===== config.mk =====
export PLATFORM = sky130hd
export DESIGN_NAME = multi_reg_addr_sequencer
export DESIGN_NICKNAME = d
export VERILOG_FILES = /design/src/rtl/multi_reg_addr_sequencer_pkg.sv /design/src/rtl/multi_reg_addr_sequencer_ffs.sv /design/src/rtl/multi_reg_addr_sequencer.sv
export SDC_FILE = /design/constraint.sdc
export NUM_CORES = 1
export LEC_CHECK = 0
export BUFFER_PORTS_ARGS = -buffer_cell sky130_fd_sc_hd__buf_2
export CORE_MARGIN = 5
export CORE_UTILIZATION = 60
export DETAILED_ROUTE_END_ITERATION = 8
export PLACE_DENSITY = 0.83
export SYNTH_ARGS = -nofsm -noshare
export SYNTH_HDL_FRONTEND = slang
export SYNTH_SLANG_ARGS = --single-unit

===== constraint.sdc =====
create_clock -name clk_i -period 8.2 [get_ports clk_i]
set_clock_uncertainty 0.1 [all_clocks]
set_input_delay 1.64 -clock clk_i [delete_from_list [all_inputs] [get_ports clk_i]]
set_output_delay 1.64 -clock clk_i [all_outputs]
set_load 0.1 [all_outputs]

===== src/rtl/multi_reg_addr_sequencer_pkg.sv =====
// Shared definitions for the multi-register address sequencer: op encoding,
// architectural register numbers and sequencer states.
package multi_reg_addr_sequencer_pkg;

  typedef enum logic [1:0] {
    MR_PUSH = 2'd0,
    MR_POP  = 2'd1,
    MR_STM  = 2'd2,
    MR_LDM  = 2'd3
  } mr_op_e;

  typedef enum logic [1:0] {
    S_IDLE  = 2'd0,
    S_ISSUE = 2'd1,
    S_WB    = 2'd2
  } seq_state_e;

  localparam int SP_REG_NUM = 13;
  localparam int LR_REG_NUM = 14;
  localparam int PC_REG_NUM = 15;

endpackage


===== src/rtl/multi_reg_addr_sequencer_ffs.sv =====
// Lowest-set-bit finder: index of the least significant 1 plus an any-set flag.
module find_first_set #(
  parameter int WIDTH = 16
) (
  input  logic [WIDTH-1:0]         vec,
  output logic [$clog2(WIDTH)-1:0] idx,
  output logic                     any
);

  // Scan from the top down so the lowest set bit is the last to win
  always_comb begin
    idx = '0;
    any = 1'b0;
    for (int i = WIDTH - 1; i >= 0; i--) begin
      if (vec[i]) begin
        idx = ($clog2(WIDTH))'(i);
        any = 1'b1;
      end else begin
        idx = idx;
      end
    end
  end

endmodule


===== src/rtl/multi_reg_addr_sequencer.sv =====
// Expands PUSH/POP/STM/LDM into one beat per transferred register, in
// ascending register order, followed by a single base-writeback cycle.
module multi_reg_addr_sequencer
  import multi_reg_addr_sequencer_pkg::*;
#(
  parameter int ADDR_WIDTH     = 4,
  parameter int REG_LIST_WIDTH = 8,
  parameter int OFF_WIDTH      = 8
) (
  input  logic                      clk_i,
  input  logic                      rst_n_i,
  input  logic                      instr_valid_i,
  output logic                      instr_ready_o,
  input  mr_op_e                    op_i,
  input  logic [REG_LIST_WIDTH-1:0] reg_list_i,
  input  logic                      extra_reg_i,
  input  logic [ADDR_WIDTH-1:0]     base_reg_i,
  input  logic                      flush_i,
  output logic                      beat_valid_o,
  input  logic                      beat_ready_i,
  output logic [ADDR_WIDTH-1:0]     beat_reg_addr_o,
  output logic [ADDR_WIDTH-1:0]     beat_base_addr_o,
  output logic [OFF_WIDTH-1:0]      beat_offset_o,
  output logic                      beat_is_load_o,
  output logic                      beat_last_o,
  output logic                      wb_valid_o,
  output logic [ADDR_WIDTH-1:0]     wb_reg_o,
  output logic [OFF_WIDTH-1:0]      wb_offset_o,
  output logic                      busy_o
);

  localparam int MASK_W = 2**ADDR_WIDTH;

  seq_state_e              state_r;
  mr_op_e                  op_r;
  logic [MASK_W-1:0]       mask_r;
  logic [ADDR_WIDTH-1:0]   n_r;
  logic [ADDR_WIDTH-1:0]   k_r;
  logic [ADDR_WIDTH-1:0]   base_r;
  logic                    base_in_mask_r;

  logic [MASK_W-1:0]       new_mask_s;
  logic [ADDR_WIDTH-1:0]   new_cnt_s;
  logic [ADDR_WIDTH-1:0]   new_base_s;
  logic [MASK_W-1:0]       mask_nxt_s;
  logic [ADDR_WIDTH-1:0]   ffs_idx_s;
  logic                    ffs_any_s;
  logic [ADDR_WIDTH-1:0]   k_inc_s;

  // Byte offset of beat k: PUSH counts up from -4*N, everything else from 0
  function automatic logic [OFF_WIDTH-1:0] beat_off(input mr_op_e op,
                                                    input logic [ADDR_WIDTH-1:0] n,
                                                    input logic [ADDR_WIDTH-1:0] k);
    logic [OFF_WIDTH-1:0] kx;
    logic [OFF_WIDTH-1:0] nx;
    kx = OFF_WIDTH'(k) << 2;
    nx = OFF_WIDTH'(n) << 2;
    return (op == MR_PUSH) ? (kx - nx) : kx;
  endfunction

  function automatic logic [OFF_WIDTH-1:0] wb_off(input mr_op_e op,
                                                  input logic [ADDR_WIDTH-1:0] n);
    logic [OFF_WIDTH-1:0] nx;
    nx = OFF_WIDTH'(n) << 2;
    return (op == MR_PUSH) ? (OFF_WIDTH'(0) - nx) : nx;
  endfunction

  // Register mask, transfer count and base for the instruction on the inputs
  always_comb begin
    new_mask_s                        = '0;
    new_mask_s[REG_LIST_WIDTH-1:0]    = reg_list_i;
    new_mask_s[LR_REG_NUM]            = (op_i == MR_PUSH) && extra_reg_i;
    new_mask_s[PC_REG_NUM]            = (op_i == MR_POP) && extra_reg_i;
    new_cnt_s                         = '0;
    for (int i = 0; i < MASK_W; i++) begin
      new_cnt_s = new_cnt_s + ADDR_WIDTH'(new_mask_s[i]);
    end
    new_base_s = ((op_i == MR_PUSH) || (op_i == MR_POP)) ? ADDR_WIDTH'(SP_REG_NUM) : base_reg_i;
  end

  // Mask the next beat is picked from: fresh in IDLE, minus the issued bit in ISSUE
  always_comb begin
    k_inc_s = k_r + ADDR_WIDTH'(1);
    if (state_r == S_IDLE) begin
      mask_nxt_s = new_mask_s;
    end else if (state_r == S_ISSUE) begin
      mask_nxt_s = mask_r & ~(MASK_W'(1) << beat_reg_addr_o);
    end else begin
      mask_nxt_s = mask_r;
    end
  end

  find_first_set #(.WIDTH(MASK_W)) u_ffs (
    .vec (mask_nxt_s),
    .idx (ffs_idx_s),
    .any (ffs_any_s)
  );

  // Sequencer FSM; every output is registered here
  always_ff @(posedge clk_i or negedge rst_n_i) begin
    if (!rst_n_i) begin
      state_r          <= S_IDLE;
      op_r             <= MR_PUSH;
      mask_r           <= '0;
      n_r              <= '0;
      k_r              <= '0;
      base_r           <= '0;
      base_in_mask_r   <= 1'b0;
      instr_ready_o    <= 1'b1;
      beat_valid_o     <= 1'b0;
      beat_reg_addr_o  <= '0;
      beat_base_addr_o <= '0;
      beat_offset_o    <= '0;
      beat_is_load_o   <= 1'b0;
      beat_last_o      <= 1'b0;
      wb_valid_o       <= 1'b0;
      wb_reg_o         <= '0;
      wb_offset_o      <= '0;
      busy_o           <= 1'b0;
    end else if (flush_i) begin
      state_r       <= S_IDLE;
      beat_valid_o  <= 1'b0;
      wb_valid_o    <= 1'b0;
      instr_ready_o <= 1'b1;
      busy_o        <= 1'b0;
    end else begin
      case (state_r)
        S_IDLE: begin
          wb_valid_o <= 1'b0;
          if (instr_valid_i && ffs_any_s) begin
            state_r          <= S_ISSUE;
            op_r             <= op_i;
            mask_r           <= new_mask_s;
            n_r              <= new_cnt_s;
            k_r              <= '0;
            base_r           <= new_base_s;
            base_in_mask_r   <= new_mask_s[new_base_s];
            instr_ready_o    <= 1'b0;
            busy_o           <= 1'b1;
            beat_valid_o     <= 1'b1;
            beat_reg_addr_o  <= ffs_idx_s;
            beat_base_addr_o <= new_base_s;
            beat_offset_o    <= beat_off(op_i, new_cnt_s, '0);
            beat_is_load_o   <= (op_i == MR_POP) || (op_i == MR_LDM);
            beat_last_o      <= (new_cnt_s == ADDR_WIDTH'(1));
          end
        end
        S_ISSUE: begin
          if (beat_ready_i) begin
            mask_r <= mask_nxt_s;
            k_r    <= k_inc_s;
            if (beat_last_o) begin
              state_r      <= S_WB;
              beat_valid_o <= 1'b0;
              beat_last_o  <= 1'b0;
              // LDM that reloads its own base must not have that value overwritten
              wb_valid_o   <= !((op_r == MR_LDM) && base_in_mask_r);
              wb_reg_o     <= base_r;
              wb_offset_o  <= wb_off(op_r, n_r);
            end else begin
              beat_reg_addr_o <= ffs_idx_s;
              beat_offset_o   <= beat_off(op_r, n_r, k_inc_s);
              beat_last_o     <= ((k_r + ADDR_WIDTH'(2)) == n_r);
            end
          end
        end
        S_WB: begin
          state_r       <= S_IDLE;
          wb_valid_o    <= 1'b0;
          instr_ready_o <= 1'b1;
          busy_o        <= 1'b0;
        end
        default: begin
          state_r       <= S_IDLE;
          beat_valid_o  <= 1'b0;
          wb_valid_o    <= 1'b0;
          instr_ready_o <= 1'b1;
          busy_o        <= 1'b0;
        end
      endcase
    end
  end

endmodule


Word-level counts from Yosys, hierarchy flattened. Cells that the tools add are included.

Add/sub/neg operators: 14. $mul: 0. Divide/modulo/power cells: 0. Order comparisons: 1. Equality and inequality tests: 15. Shifts and indexed selects: 1. Muxes and demuxes: 77. Bitwise gates (word level): 3. Reductions and logical operators: 19.

Operators by type and width (number): 2-to-1 mux 4 bit (22); 2-to-1 mux 16 bit (4); 2-to-1 mux 8 bit (6); one-hot mux 16 bit (2 select lines) (1); 2-to-1 mux 1 bit (31); adder 4 x 1 -> 4 bit (6); AND 16 bit (1); inverter 16 bit (1); one-hot mux 4 bit (2 select lines) (2); one-hot mux 8 bit (2 select lines) (1); << shifter 1 x 4 -> 16 bit, first input constant (1); subtractor 1 x 6 -> 7 bit, first input constant (2); AND reduction 4 bit (3); 2-to-1 mux 2 bit (4); inequality test 2 bit, second input constant (4); subtractor 6 x 6 -> 7 bit (1); equality test 2 bit, second input constant (3); zero test 2 bit (3); inequality test 3 bit, second input constant (2); one-hot mux 1 bit (2 select lines) (3); AND reduction 3 bit (2); less-than comparator 4 x 5 -> 1 bit, second input constant (1); AND reduction 5 bit (1); adder 3 x 1 -> 4 bit (1); 18 further kinds (24).

Register bits after elaboration: 63. Latch bits: 0. Bits in writable memories: 0. ROM bits: 0. Bits of input ports: 20. Output and inout bits: 34. Word-level logic and storage cells: 147. Memories kept: 0.

Longest topological paths before layout.
Depth after elaboration: 25. Mapped depth: 12. Depth with buffers taken out: 12.

Modules after synthesis. From an unflattened synthesis, not the netlist that was laid out.

Cell total of the unflattened synthesis: 401. Area, all modules: 3606.0 µm².

By module, submodules not included: multi_reg_addr_sequencer (times used 1, cells an instance 368, area an instance 3427.0 µm², sequential area each 1427.6 µm²); find_first_set (times used 1, cells an instance 33, area an instance 178.9 µm², sequential area each 0.0 µm²).

Worst setup path after synthesis. No wires, ideal clock.

Kind: input -> register. Start: input port op_i[1]. End: register beat_offset_o[4]. Setup time: 0.128 ns. Arrival: 4.756 ns. Slack: 3.216 ns. Stages: 12. Cell sequence: nand3b_1 > fa_1 > fa_1 > fa_1 > inv_1 > ha_1 > fa_1 > inv_1 > ha_1 > xor2_1 > o22ai_1 > mux2_1.

Elaborated cells on any way between the ends: 30. Those cells by class: add/sub: 3; eq/ne: 2; mux: 20; reduce/logical: 5.

RTL lines: start: declaration (line multi_reg_addr_sequencer.sv:14) `input mr_op_e op_i,`; zero test 2 bit (line multi_reg_addr_sequencer.sv:72) `new_mask_s[LR_REG_NUM] = (op_i == MR_PUSH) && extra_reg_i;`; logical AND 1 bit (line multi_reg_addr_sequencer.sv:72); adder 4 x 1 -> 4 bit (line multi_reg_addr_sequencer.sv:76) `new_cnt_s = new_cnt_s + ADDR_WIDTH'(new_mask_s[i]);`; adder 4 x 1 -> 4 bit * (line multi_reg_addr_sequencer.sv:76); net new_cnt_s[1] (line multi_reg_addr_sequencer.sv:43) `logic [ADDR_WIDTH-1:0] new_cnt_s;`; subtractor 1 x 6 -> 7 bit * (line multi_reg_addr_sequencer.sv:58) `return (op == MR_PUSH) ? (kx - nx) : kx;`; 2-to-1 mux 8 bit * (line multi_reg_addr_sequencer.sv:58); 2-to-1 mux 8 bit * (line multi_reg_addr_sequencer.sv:130) `if (instr_valid_i && ffs_any_s) begin`; one-hot mux 8 bit (2 select lines) * (line multi_reg_addr_sequencer.sv:127) `case (state_r)`; end signal: assignment (line multi_reg_addr_sequencer.sv:143) `beat_offset_o <= beat_off(op_i, new_cnt_s, '0);`; end signal: assignment (line multi_reg_addr_sequencer.sv:162) `beat_offset_o <= beat_off(op_r, n_r, k_inc_s);`; end: declaration (line multi_reg_addr_sequencer.sv:23) `output logic [OFF_WIDTH-1:0] beat_offset_o,`.

Mark *: on every way through the listed nets, which the timed path passes. The rest lies on a longest branch. The select of a mux whose other input is x is not followed. A chain may end at the register's enable or synchronous reset.

Final worst setup path. Same ends and word-level chain as after synthesis.

==> impl_metrics.csv <==
group,metric,value,unit
synth,ys_ff_latch,57,
global_route,first_global_vias,3480,
timing,maxSlewViolCount,0,
global_route,grt_pass1_wl,17.2,mm
power_and_ir_drop,p_comb_frac,0.522,
finish,stdcell_count,524,
cts,tritoncts,"built",
power_and_ir_drop,switching_share,0.512,
cts,cts_made_buffers,9,
timing,slew_headroom,0.280,
critical_path,cp-start-kind,"input port",
cts,insertion_delay,340,ps
outcome,outcome,"complete, no violations",
floorplanning,io-pin-count,54,
power_and_ir_drop,switching_power,0.904,mW
synth,synth_area,0.00385,mm²
synth,ys_top_cells_by_area,"dfrtp_1 (36%), fa_1 (3.6%), nand2_1 (3.6%)",
synth,yosysMostFrequentCell,"dfrtp_1",
critical_path,r2r_start,"state_r[0]",
routing,drtIter0Drc,276,
synth,synth_common_cells,"dfrtp_1 (56), nand2_1 (37), nor2_1 (26)",
timing,period_needed,5140,ps
finish,antenna_cells,0,
power_and_ir_drop,p_int,0.860,mW
synth,yosys.area.top_type_share,0.364,
synth,async_reset_ff_frac,1.00,
synth,ys_seq_area_frac,0.371,
synth,synth_edf_count,0,
synth,synth.avg_cell_area,9.53,µm²
synth,synth_cell_type_count,67,
critical_path,cp-startpoint,"op_i[1]",
cts,ctsHoldBuffers,0,
timing,tns,0,ps
power_and_ir_drop,clkPwrFrac,0.207,
cts,root_buffer,"clkbuf_8",
routing,wire_per_inst,19.6,µm
finish,fill_cells,499,
timing,hold_viol_final,0,
power_and_ir_drop,ir_drop,0.000351,V
placement,place_congestion,0.887,
critical_path,path_max_fanout,8,
finish,fin_area,0.00434,mm²
global_route,track_usage,0.260,
cts,clk_pin_slew,70,ps
cts,cts_setup_buffers,0,
finish,area_delta_synth_final,12.8,%
timing,tightest_slew,1070,ps
timing,rsz0062_at_grt,"no",
synth,yosysTopAreaCell,"dfrtp_1",
critical_path,arrival,5270,ps
critical_path,worstSetupEndpointType,"register",
critical_path,r2r_cells,6,
routing,wl,10.3,mm
floorplanning,dieWidth,90.1,µm
routing,vias,3403,
placement,dp_hpwl,7.14,mm
global_route,grt_max_degree,58,
placement,place_area,0.00407,mm²
timing,period_share,0.627,
global_route,antenna_found_initial,0,
critical_path,crit_end,"beat_offset_o[4]",
synth,ys.flop_type,"dfrtp_1",
floorplanning,die_area,0.00812,mm²
cts,ctsResizeCount,0,
timing,clock.fmax,194,MHz
finish,drive_gt1_frac,0.206,
routing,drtPass1Iterations,5,
critical_path,path_class,"input port to register",
routing,drc,0,
power_and_ir_drop,power_density,406,mW/mm²
placement,io_buffers,49,
routing,ant_nets,0,
placement,placed_cells,508,
synth,syn_inst,404,
job,max_cap_violations,0,
critical_path,r2r_slack,4250,ps
floorplanning,start_util,0.610,
routing,avgViaCountPerCell,6.49,
finish,nets,480,
cts,htreeDepth,3,
critical_path,r2r_end,"op_r[0]",
cts,cts_buffer_depth,2,
power_and_ir_drop,seq_power_share,0.271,
power_and_ir_drop,leakagePower,2.01,nW
global_route,grt-ovfl-total,0,
floorplanning,die_h,90.1,µm
floorplanning,core_area,0.00631,mm²
synth,yosysWarnings,0,
power_and_ir_drop,finalPower,1.76,mW
min_path,min_path_type,"register to register",
critical_path,cp.required,8330,ps
timing,final-setup-viol-count,0,
floorplanning,rows,29,
cts,clock_sinks,57,
==> critical path, cell delays in order <==
cell and delay, ps:
buf_2 150, nand3b_1 260, fa_1 550, fa_1 430
fa_1 520, inv_1 60, ha_1 200, fa_1 560
inv_1 90, ha_1 230, xor2_1 170, o22ai_1 100
mux2_1 310
==> registers in the layout, summed over array words and instances, names as in the netlist, 2 cells and up <==
name	cells
base_r	4
beat_offset_o	5
beat_reg_addr_o	4
k_r	4
mask_r	16
n_r	4
op_r	2
state_r	2
wb_offset_o	5
wb_reg_o	4
==> layer usage <==
layer	routed length, µm	GRT usage	vias to the layer above
li1	-	-	1529
met1	4080	0.336	1658
met2	5050	0.421	186
met3	824	0.0518	30
met4	303	0.118	0
met5	0	0	-
==> layout by cell type, fill, tap and decap left out, drive strengths merged, types with 12 or more instances in the layout <==
| cell | netlist | final |
|---|---|---|
| mux2 | 18 | 18 |
| dfrtp | 56 | 56 |
| buf | 16 | 52 |
| a21oi | 14 | 14 |
| inv | 22 | 22 |
| o21ai | 22 | 22 |
| nand2 | 37 | 37 |
| a31oi | 12 | 12 |
| nand3 | 18 | 18 |
| nor2 | 29 | 29 |
==> per-stage QoR <==
step                worst slack [ps]   util  hold slack [ps]
floorplan                       3220      -              344
global placement                2890  0.644              364
detailed placement              2810  0.644              371
CTS                             3130  0.688              379
global route                    2910  0.688              388
finish                          3060  0.688              379
==> power by group through the flow <==
stage	sequential [mW]	combinational, mW	clock (mW)
CTS	0.475	0.918	0.370
floorplan	0.781	0.448	0
finish	0.478	0.922	0.365
global placement	0.474	0.893	0
detailed placement	0.479	0.913	0
global route	0.494	0.980	0.382
==> area by class of cell <==
type,count,area (µm²),area share
timing repair buffer,52,268,0.0616
multi-input combinational,300,2190,0.505
clock inverter,5,125,0.0288
inverter,22,82.6,0.0190
clock buffer,11,151,0.0349
tap,77,96.3,0.0222
sequential,57,1430,0.329
==> how the worst min path moves through the flow <==
stage / slack, ps / cells after the start / start / end
6_report: 380 / 2 / instr_ready_o / instr_ready_o
5_1_grt: 390 / 2 / instr_ready_o / instr_ready_o
4_1_cts: 380 / 2 / instr_ready_o / instr_ready_o
3_5_place_dp: 370 / 2 / instr_ready_o / instr_ready_o
3_3_place_gp: 360 / 2 / instr_ready_o / instr_ready_o
2_1_floorplan: 340 / 2 / base_in_mask_r / base_in_mask_r
==> cells by family (layout without fill, tap and decap cells) <==
kind of cell / count (synthesis) / in the layout / synth area share
other cells: 1 / 4 / 0.000974
flops: 57 / 57 / 0.371
buf+inv: 50 / 90 / 0.0640
xor+xnor: 13 / 13 / 0.0296
fa+ha+maj: 18 / 18 / 0.0721
mux: 29 / 29 / 0.0845
simple gates: 131 / 131 / 0.190
compound gates: 105 / 105 / 0.188
Note: power is estimated with default switching activity, not from simulation.
